==> src/rtl/aes_block_sequencer.sv <==
// Control FSM for multi-block AES-ECB jobs: loads the key once, then streams
// plaintext in, runs the engine and streams ciphertext out for every block.
module aes_block_sequencer #(
  parameter int ADDR_W      = 32,
  parameter int BLK_CNT_W   = 16,
  parameter int BLOCK_BYTES = 16
) (
  input  logic                 clk,
  input  logic                 reset,
  input  logic                 clear,
  input  logic                 start_i,
  input  logic [BLK_CNT_W-1:0] num_blocks_i,
  input  logic [1:0]           key_len_i,
  input  logic [ADDR_W-1:0]    key_base_i,
  input  logic [ADDR_W-1:0]    src_base_i,
  input  logic [ADDR_W-1:0]    dst_base_i,
  output logic                 src_req_start_o,
  output logic [ADDR_W-1:0]    src_addr_o,
  output logic [3:0]           src_words_o,
  input  logic                 src_ready_i,
  input  logic                 src_done_i,
  output logic                 dst_req_start_o,
  output logic [ADDR_W-1:0]    dst_addr_o,
  input  logic                 dst_ready_i,
  input  logic                 dst_done_i,
  output logic                 eng_clear_o,
  output logic                 eng_key_load_o,
  output logic                 eng_start_o,
  input  logic                 eng_done_i,
  output logic                 busy_o,
  output logic                 done_o,
  output logic                 err_o,
  output logic [BLK_CNT_W-1:0] blk_cnt_o
);

  localparam int         PROD_W      = ADDR_W + BLK_CNT_W;
  localparam logic [3:0] BLOCK_WORDS = 4'(BLOCK_BYTES / 4);

  typedef enum logic [3:0] {
    IDLE,
    KEY_REQ,
    KEY_WAIT,
    SRC_REQ,
    SRC_WAIT,
    RUN,
    DST_REQ,
    DST_WAIT,
    FINISH
  } state_t;

  state_t               state;
  logic [BLK_CNT_W-1:0] num_blocks_q;
  logic [1:0]           key_len_q;
  logic [ADDR_W-1:0]    key_base_q;
  logic [ADDR_W-1:0]    src_base_q;
  logic [ADDR_W-1:0]    dst_base_q;
  logic [BLK_CNT_W-1:0] blk_cnt_inc;

  // Product is formed at full width and then truncated, so addresses wrap mod 2**ADDR_W.
  function automatic logic [ADDR_W-1:0] blk_offset(input logic [BLK_CNT_W-1:0] n);
    logic [PROD_W-1:0] prod;
    prod = PROD_W'(n) * PROD_W'(BLOCK_BYTES);
    return prod[ADDR_W-1:0];
  endfunction

  function automatic logic [3:0] key_words(input logic [1:0] len);
    case (len)
      2'd0:    return 4'd4;
      2'd1:    return 4'd6;
      default: return 4'd8;
    endcase
  endfunction

  // NOTE: every signal assigned in always_comb gets a value on every path, so no latch is inferred.
  always_comb begin
    blk_cnt_inc = blk_cnt_o + BLK_CNT_W'(1);
  end

  // NOTE: sequential state uses non-blocking assignments so all registers update together at the edge.
  always_ff @(posedge clk) begin
    if (reset || clear) begin
      state           <= IDLE;
      num_blocks_q    <= '0;
      key_len_q       <= '0;
      key_base_q      <= '0;
      src_base_q      <= '0;
      dst_base_q      <= '0;
      src_req_start_o <= 1'b0;
      src_addr_o      <= '0;
      src_words_o     <= '0;
      dst_req_start_o <= 1'b0;
      dst_addr_o      <= '0;
      eng_clear_o     <= 1'b1;
      eng_key_load_o  <= 1'b0;
      eng_start_o     <= 1'b0;
      busy_o          <= 1'b0;
      done_o          <= 1'b0;
      err_o           <= 1'b0;
      blk_cnt_o       <= '0;
    end else begin
      eng_key_load_o <= 1'b0;
      eng_start_o    <= 1'b0;
      done_o         <= 1'b0;
      err_o          <= 1'b0;

      case (state)
        IDLE: begin
          if (start_i) begin
            if (key_len_i == 2'd3) begin
              err_o <= 1'b1;
            end else if (num_blocks_i == '0) begin
              state       <= FINISH;
              busy_o      <= 1'b1;
              eng_clear_o <= 1'b0;
              blk_cnt_o   <= '0;
            end else begin
              state           <= KEY_REQ;
              busy_o          <= 1'b1;
              eng_clear_o     <= 1'b0;
              num_blocks_q    <= num_blocks_i;
              key_len_q       <= key_len_i;
              key_base_q      <= key_base_i;
              src_base_q      <= src_base_i;
              dst_base_q      <= dst_base_i;
              blk_cnt_o       <= '0;
              src_req_start_o <= 1'b1;
              src_addr_o      <= key_base_i;
              src_words_o     <= key_words(key_len_i);
            end
          end
        end

        KEY_REQ: begin
          if (src_ready_i) begin
            state           <= KEY_WAIT;
            src_req_start_o <= 1'b0;
          end
        end

        KEY_WAIT: begin
          if (src_done_i) begin
            state           <= SRC_REQ;
            eng_key_load_o  <= 1'b1;
            src_req_start_o <= 1'b1;
            src_addr_o      <= src_base_q;
            src_words_o     <= BLOCK_WORDS;
          end
        end

        SRC_REQ: begin
          if (src_ready_i) begin
            state           <= SRC_WAIT;
            src_req_start_o <= 1'b0;
          end
        end

        SRC_WAIT: begin
          if (src_done_i) begin
            state       <= RUN;
            eng_start_o <= 1'b1;
          end
        end

        RUN: begin
          if (eng_done_i) begin
            state           <= DST_REQ;
            dst_req_start_o <= 1'b1;
            dst_addr_o      <= dst_base_q + blk_offset(blk_cnt_o);
          end
        end

        DST_REQ: begin
          if (dst_ready_i) begin
            state           <= DST_WAIT;
            dst_req_start_o <= 1'b0;
          end
        end

        DST_WAIT: begin
          if (dst_done_i) begin
            blk_cnt_o <= blk_cnt_inc;
            if (blk_cnt_inc == num_blocks_q) begin
              state <= FINISH;
            end else begin
              state           <= SRC_REQ;
              src_req_start_o <= 1'b1;
              src_addr_o      <= src_base_q + blk_offset(blk_cnt_inc);
              src_words_o     <= BLOCK_WORDS;
            end
          end
        end

        FINISH: begin
          state       <= IDLE;
          done_o      <= 1'b1;
          busy_o      <= 1'b0;
          eng_clear_o <= 1'b1;
        end

        default: begin
          state <= IDLE;
        end
      endcase
    end
  end

endmodule
==> config.mk <==
export PLATFORM = sky130hd
export DESIGN_NAME = aes_block_sequencer
export DESIGN_NICKNAME = d
export VERILOG_FILES = /design/src/rtl/aes_block_sequencer.sv
export SDC_FILE = /design/constraint.sdc
export NUM_CORES = 1
export LEC_CHECK = 0
export ABC_AREA = 0
export BUFFER_PORTS_ARGS = -buffer_cell sky130_fd_sc_hd__buf_2
export CAP_MARGIN = 20
export CELL_PAD_IN_SITES_DETAIL_PLACEMENT = 2
export CELL_PAD_IN_SITES_GLOBAL_PLACEMENT = 2
export CORE_MARGIN = 10
export CORE_UTILIZATION = 32
export DETAILED_ROUTE_END_ITERATION = 8
export HOLD_SLACK_MARGIN = 0.02
export PLACE_DENSITY = 0.83
export SLEW_MARGIN = 25
export SYNTH_ARGS = -nofsm -noshare
export SYNTH_HDL_FRONTEND = slang
export SYNTH_SLANG_ARGS = --single-unit
==> constraint.sdc <==
create_clock -name clk -period 4 [get_ports clk]
set_input_delay 1 -clock clk [delete_from_list [all_inputs] [get_ports clk]]
set_output_delay 1 -clock clk [all_outputs]
set_load 0.01 [all_outputs]
== After elaboration in Yosys (flattened, before gate mapping) ==
Index checks and enable logic that the tools add are counted.
Widths: inputs -> output; s select.
Cells by class
  mux-type cells: 51
  bitwise operators: 6
  equal/unequal tests: 23
  add/subtract/negate cells: 3
  reduce and logical (&&, ||, !) cells: 21
Operators with widths (count)
  $mux 32: 6
  $pmux 32 s3: 1
  $mux 4: 17
  $add 32x20->32: 2
  $mux 16: 3
  $pmux 16 s2: 1
  $pmux 4 s8: 1
  $ne 2x2->1 const B: 11
  $add 16x1->16 const B: 1
  $eq 16x16->1: 1
  $eq 4x3->1 const B: 4
  $logic_not 16->1: 1
  $mux 1: 16
  $pmux 4 s3: 1
  $reduce_and 9->1: 1
  $eq 4x2->1 const B: 2
  $pmux 4 s2: 1
  $reduce_and 4->1: 2
  $reduce_and 8->1: 1
  $reduce_and 7->1: 1
  $not 1->1: 6
  $pmux 1 s2: 3
  $reduce_and 3->1: 2
  $reduce_bool 2->1: 3
  14 further kinds: 16
Word-level totals
  flip-flop bits (word level): 176

== Longest topological paths before layout ==
Gate-level depths: netlist of run 1.
  depth in word-level cells: 6
  mapped depth: 15
  mapped depth without buffers: 14

== Least setup slack after synthesis of run 1 ==
OpenSTA, ideal clock, no wires.
  path type: reg-to-reg
  start: register blk_cnt_o[1]
  end: register src_addr_o[29]
  setup time: 145 ps
  cell stages (with the launch flop): 14
  required time: 3855 ps
  data arrival time: 3520 ps
  buffers on the path: 2
  path slack: 335 ps
  cell sequence: dfxtp_1 ha_1 buf_2 nand3_1 or4_1 buf_2 xnor2_2 ha_1 o211ai_1 a2111oi_2 o311ai_0 a21o_1 a221oi_1 a211oi_2
Between the ends
  cells in the longest elaborated chain, start to end: 5
  elaborated cells on any way between the ends: 8
  classes of those cells: add/sub: 2; eq/ne: 2; mux: 3; reduce/logical: 1
RTL lines
  start: declaration: RTL line 33  | output logic [BLK_CNT_W-1:0] blk_cnt_o
  start signal: assignment: RTL line 181  | blk_cnt_o <= blk_cnt_inc;
  $add 16x1->16 *: RTL line 76  | blk_cnt_inc = blk_cnt_o + BLK_CNT_W'(1);
  $add 32x20->32: RTL line 187  | src_addr_o <= src_base_q + blk_offset(blk_cnt_inc);
  $mux 32: RTL line 182  | if (blk_cnt_inc == num_blocks_q) begin
  $mux 32: RTL line 180  | if (dst_done_i) begin
  $pmux 32 s3: RTL line 106  | case (state)
  end signal: assignment: RTL line 127  | src_addr_o <= key_base_i;
  end signal: assignment: RTL line 145  | src_addr_o <= src_base_q;
  end signal: assignment: RTL line 187
  end: declaration: RTL line 18  | output logic [ADDR_W-1:0] src_addr_o,
Mark *: on every way between the ends. The rest lies on a longest branch, timed or not. The select of a mux whose other input is x is not followed.
A chain may end at the register's enable or synchronous reset.

== Worst setup path in the final report of run 1 ==
  start: register blk_cnt_o[0]
  end: register src_addr_o[25]
Same word-level chain as after synthesis.

==> flow_summary.ini, run 1 <==
[floorplanning]
io_pins = 215
num_rows = 65
start_util_pct = 32.3
fp.dieH_um = 198
die_w_um = 198
fp.coreArea_sq_um = 31400
dieArea_sq_um = 39200

[timing]
post-route-min-period_ns = 3.80
tightest_slew_ns = 0.813
setup_viol = 0
finalClockSkew_ns = 0.0115
finalCritPeriodShare_pct = 94.9
tns_ns = 0
final_hold_viol_count = 0
rsz0062_at_grt = no
slew_headroom_pct = 45.6
max_freq_mhz = 263
final-max-slew-violation-count = 0

[synth]
yosysWarnings = 0
syn_area_sq_um = 10100
ys_async_sr_fraction_pct = 0
synth_top_flop_cell = dfxtp_1
yosysSeqAreaShare_pct = 34.5
syn_inst = 1304
synth_edf_count = 0
syn_nets = 1465
synth_cell_types = 87
synth-seq-cells = 175
avgSynthCellArea_sq_um = 7.78

[routing]
detail_route.iter0.violations = 584
drtPass1Iterations = 7
ant_nets = 0
vias = 10700
drc = 0
wirelength_um = 43600
wl_per_cell_um = 22.9
viasPerCell = 5.58

[setup_path]
worstRegToRegCells = 14
r2r_setup_slack_ns = 0.20
worstSetupEndpointType = flip-flop
crit_start = blk_cnt_o[0]
crit_slowest_cell = o31ai_1
slowest_delay_ns = 0.46
cp_data_arrival_time_ns = 4.14
setup.worst_path.class = reg2reg
crit_top_cell = a21o_1
reg2reg_from = blk_cnt_o[0]
rr_endpoint = src_addr_o[25]
crit_chain = ha_1 > nand3_1 > or2_1 > nor2_1 > xor2_1 > ha_1 > a21o_1 > a21o_1 > a21o_1 > a22o_1 > o31ai_1 > mux2_2 > a21oi_1 > a211oi_2
cp.required_ns = 4.34
worstSetupEndpoint = src_addr_o[25]
cp_max_fo = 5
cp-start-kind = flip-flop

[clock_network]
cts_max_level = 4
cts_made_buffers = 17
cts_tree = built
cts_root_buf = clkbuf_16
clockBufferDepth = 2
clkSinkCount = 175
clk_pin_slew_worst_paths_ns = 0.07
clkLatencyLatePin_ns = 0.47
cts_setup_buffers = 0

[worst_hold_path]
hold_depth = 2
hold_path_class = reg2reg

[pwr]
swShare_pct = 27.4
internal_power_mw = 3.08
leakage_nw = 5.10
combinationalPowerShare_pct = 11.9
peakVddDrop_v = 0.000315
seqPwrFrac_pct = 43.5
power.density_nw_per_um2 = 341
power.clock.fraction_pct = 44.7
p_switching_mw = 1.16

[global_routing]
grt_max_degree = 81
antenna_found_initial = 1
grt_pass1_wl_um = 68400
globalRouteOverflowTotal = 0
grt_pass1_vias = 11500
track_usage_pct = 22.1

[layout]
fill_cells = 3701
areaGrowthSynthToFinish_pct = 22.5
drive_gt1_share_pct = 23.8
fin_util_pct = 39.6
final_nets = 1654

[placed_design]
place_hpwl_um = 32800
port_buffers = 213
gp_congestion = 0.895

[flow_run]
maxCapViolCount = 0

[run_status]
outcome = complete, no violations
kinds of logic after synthesis:
family	count (synthesis)	share of synthesized area (%)
AO/OA/AOI/OAI	409	26.9
multiplexers	6	0.617
adder cells (fa/ha/maj)	38	4.83
buffers and inverters	129	5.50
AND/OR/NAND/NOR	503	23.7
XOR/XNOR	43	3.92
flip-flops	175	34.5
other	1	0.0370
how the worst min path moves through the flow:
stage | start | endpoint | slack, ns
final | dst_addr_o[4] | dst_addr_o[4] | 0.46
after global routing | dst_addr_o[4] | dst_addr_o[4] | 0.48
after CTS | dst_base_q[2] | dst_addr_o[2] | 0.45
after detailed placement | dst_base_q[2] | dst_addr_o[2] | 0.45
after global placement | dst_addr_o[18] | dst_addr_o[18] | 0.44
after floorplan | dst_base_q[0] | dst_addr_o[0] | 0.43
cells in the mapped netlist (4+ instances only):
| cell type | n | area [sq um] |
|---|---|---|
| or3_1 | 11 | 68.8 |
| a21o_1 | 13 | 97.6 |
| buf_6 | 6 | 67.6 |
| and2_1 | 7 | 43.8 |
| xor2_1 | 16 | 140 |
| clkbuf_1 | 70 | 263 |
| nand4_1 | 10 | 62.6 |
| or4_1 | 5 | 37.5 |
| o211ai_1 | 4 | 30.0 |
| a22o_1 | 4 | 35.0 |
| a31oi_1 | 25 | 156 |
| or2_2 | 5 | 31.3 |
| nand2b_1 | 8 | 50.1 |
| and4_1 | 5 | 43.8 |
| dfxtp_1 | 175 | 3500 |
| inv_1 | 33 | 124 |
| nor2b_1 | 9 | 56.3 |
| a211oi_2 | 15 | 188 |
| o21ai_1 | 6 | 30.0 |
| o21ai_0 | 54 | 270 |
| mux2i_1 | 4 | 40.0 |
| nor2_1 | 71 | 267 |
| o21a_1 | 5 | 37.5 |
| a2111oi_0 | 5 | 43.8 |
| nor3_1 | 30 | 150 |
| a221oi_1 | 7 | 61.3 |
| ha_1 | 36 | 450 |
| a22oi_1 | 11 | 82.6 |
| a311oi_2 | 15 | 225 |
| a211oi_1 | 12 | 90.1 |
| o31a_1 | 6 | 52.6 |
| a21oi_1 | 185 | 926 |
| nor4_1 | 20 | 125 |
| nand2_1 | 252 | 946 |
| nand3b_1 | 5 | 37.5 |
| o31ai_1 | 5 | 37.5 |
| and3_1 | 10 | 62.6 |
| xnor2_1 | 25 | 219 |
| buf_2 | 14 | 70.1 |
| nand3_1 | 32 | 160 |
registers in the layout (all words and copies together), names as in the netlist:
signal           count
src_req_start_o      1
dst_req_start_o      1
num_blocks_q        16
busy_o               1
eng_key_load_o       1
blk_cnt_o           16
dst_base_q          32
state                4
eng_clear_o          1
src_words_o          3
done_o               1
src_base_q          32
dst_addr_o          32
eng_start_o          1
err_o                1
src_addr_o          32
cell usage in the layout, fill, tap and decap left out, drive strengths merged, types with 12 or more instances in the layout:
cell type / instances
a211oi: 27
a21o: 13
a21oi: 185
a311oi: 18
a31oi: 25
buf: 266
clkbuf: 20
dfxtp: 175
ha: 36
inv: 35
nand2: 252
nand3: 33
nand4: 12
nor2: 72
nor3: 31
nor4: 23
o21ai: 61
xnor2: 26
xor2: 16
worst max-delay path, delay by kind of cell, from the launching register on:
kind                     cells  cell delay [ns]
AO/OA/AOI/OAI                7             1.59
AND/OR/NAND/NOR              3             0.65
adder cells (fa/ha/maj)      2             0.50
multiplexers                 1             0.39
flip-flops                   1             0.35
XOR/XNOR                     1             0.18
through the flow:
step                      setup WS, ns  area (sq um)  hold WS (ns)  total power, mW  std cells
final                            0.205         12400         0.457             4.24       1909
after detailed placement         0.242         11700         0.448             2.38       1876
after floorplan                  0.335         10100         0.432             2.16       1304
after CTS                        0.193         12400         0.453             4.27       1908
after global routing            0.0143         12400         0.483             4.41       1909
after global placement           0.402         11700         0.436             2.37       1876
final cells by class:
cell class	instances	area (sq um)	area share [%]
diodes	1	2.50	0.0201
flip-flops and latches	175	3500	28.2
inverters	33	124	0.997
repair buffers	266	1500	12.1
well taps	402	503	4.05
multi-input cells	1000	6140	49.4
clock buffers	20	467	3.76
clock inverters	12	180	1.45
power groups by stage:
| stage | combinational (mW) | clock [mW] | sequential (mW) |
|---|---|---|---|
| floorplan | 0.294 | 0 | 1.87 |
| global placement | 0.489 | 0 | 1.88 |
| detailed placement | 0.504 | 0 | 1.88 |
| CTS | 0.509 | 1.92 | 1.84 |
| global route | 0.558 | 2.00 | 1.85 |
| finish | 0.503 | 1.89 | 1.84 |
per-layer routing:
layer,up-vias,wire [um],global-route usage (%)
met2,200,21700,38.3
met3,39,1790,4.67
met5,-,0,0
met1,5352,19500,27.3
met4,0,662,5.61
li1,5068,-,-
timing repair:
action	4_1_cts	5_1_grt
gates resized for setup	0	4
endpoints found under the setup margin	0	6
hold buffers	0	0
No activity file was read; power rests on OpenSTA's default activity.
==> run 2: changes to the inputs <==
SKIP_LAST_GASP = 1   (was default)
clock period = 3.9 ns   (was 4 ns; I/O delays follow)
==> flow_summary.ini, run 2 (same netlist as run 1, synthesis figures left out) <==
[run_status]
outcome = complete, no violations

[flow_run]
maxCapViolCount = 0

[worst_hold_path]
min_delay_worst_endpoint = dst_addr_o[11]
hold_start = dst_addr_o[11]
hold_path_class = reg2reg
hold_depth = 2

[timing]
slew_headroom_pct = 36.3
setup_viol = 0
fin_ws_ns = 0.0794
final_hold_viol_count = 0
fin_hold_ws_ns = 0.457
finalCritPeriodShare_pct = 98.0
tightest_slew_ns = 0.953
finalClockSkew_ns = 0.0102
rsz0062_at_grt = yes
max_freq_mhz = 262
final-max-slew-violation-count = 0
post-route-min-period_ns = 3.82

[layout]
areaGrowthSynthToFinish_pct = 22.6
drive_gt1_share_pct = 24.0
layout_commonest_cell = nand2_1
final_cell_mix = nand2_1, buf_2, a21oi_1
final_nets = 1656

[global_routing]
grt_pass1_vias = 11700
grt_max_degree = 66
globalRouteOverflowTotal = 0
grt_pass1_wl_um = 69500
track_usage_pct = 22.5
antenna_found_initial = 1

[routing]
ant_nets = 0
wl_per_cell_um = 23.4
viasPerCell = 5.66
drtPass1Iterations = 5
vias = 10800
drc = 0
detail_route.iter0.violations = 585
wirelength_um = 44700

[setup_path]
rr_endpoint = src_addr_o[22]
crit_chain = buf_4 > and2_1 > nand4_1 > xnor2_2 > ha_1 > a21oi_1 > nor3b_1 > a2111oi_2 > buf_4 > o211ai_1 > a31oi_1 > buf_4 > a222oi_1 > nor2b_1 > a211oi_2
crit_slowest_cell = nor3b_1
slowest_delay_ns = 0.43
cp_data_arrival_time_ns = 4.13
r2r_setup_slack_ns = 0.08
setup.worst_path.class = reg2reg
worstSetupEndpointType = flip-flop
cp_max_fo = 10
cp-start-kind = flip-flop
cp.required_ns = 4.21
cp_top_family = simple AND/OR/NAND/NOR gates
critical_path.n_buffers_inverters = 3
crit_top_cell = buf_4
reg2reg_from = blk_cnt_o[0]
worstRegToRegCells = 15

[placed_design]
pre_cts_ws_ns = 0.0626
port_buffers = 213
gp_congestion = 0.884
place_hpwl_um = 33000

[pwr]
peakVddDrop_v = 0.000325
leakage_nw = 5.08
power.density_nw_per_um2 = 337

[clock_network]
clkLatencyLatePin_ns = 0.46
clockBufferDepth = 2
cts_hold_buffers = 0
cts_made_buffers = 17
clk_pin_slew_worst_paths_ns = 0.07
clkSinkCount = 175
cts_root_buf = clkbuf_16
cts_tree = built
cts_max_level = 4

[floorplanning]
fp.coreArea_sq_um = 31400
fp.dieH_um = 198
io_pins = 215
dieArea_sq_um = 39200
die_w_um = 198
start_util_pct = 32.3
num_rows = 65
run 2: cell count changes in the layout (fill, tap and decap cells not counted), sizes merged:
cell | before | now
clkbuf | 20 | 24
bufinv | 4 | 2
inv | 35 | 33
buf | 266 | 267
diode | 1 | 2
run 2: where the power goes:
part	internal (mW)	switching, mW
Clock	1.01	0.776
Combinational	0.190	0.331
Sequential	1.84	0.0517
Total	3.04	1.16
run 2: layout make-up:
cell class,count,area [sq um]
repair buffers,268,1520
inverters,33,124
well taps,402,503
flip-flops and latches,175,3500
multi-input cells,1000,6190
fillers,3678,19000
clock buffers,23,488
clock inverters,8,106
diodes,2,5.00
run 2: per-stage QoR:
stage	std cells	instance area, sq um	TNS (ns)	total power [mW]	util (%)
after detailed placement	1875	11700	0	2.45	37.4
after global routing	1910	12400	-0.166	4.35	39.6
after floorplan	1304	10100	0	2.22	-
final	1911	12400	0	4.20	39.6
after CTS	1906	12300	0	4.23	39.3
after global placement	1874	11700	0	2.42	37.3
run 2: worst max-delay path by stage:
stage,endpoint,from,depth (start not counted)
2_1_floorplan,src_addr_o[29],blk_cnt_o[1],13
3_3_place_gp,src_addr_o[24],blk_cnt_o[0],14
3_5_place_dp,src_addr_o[24],blk_cnt_o[0],13
4_1_cts,src_addr_o[29],blk_cnt_o[0],13
5_1_grt,src_addr_o[22],blk_cnt_o[0],15
6_report,src_addr_o[22],blk_cnt_o[0],15
run 2: worst min-delay path: stages (launching register included):
cell,delay (ns)
dfxtp_1,0.31
nand2_1,0.05
a21oi_1,0.05
run 2: per-layer routing:
metal | global-route usage [%] | up-vias | wire (um)
met5 | 0 | - | 0
met4 | 5.47 | 0 | 706
met3 | 4.21 | 41 | 1770
met2 | 39.9 | 235 | 22500
met1 | 27.3 | 5470 | 19800
li1 | - | 5069 | -
run 2: repair_timing:
item,CTS,global route
setup endpoints to repair,0,12
buffers inserted,0,3
gates resized for setup,0,11
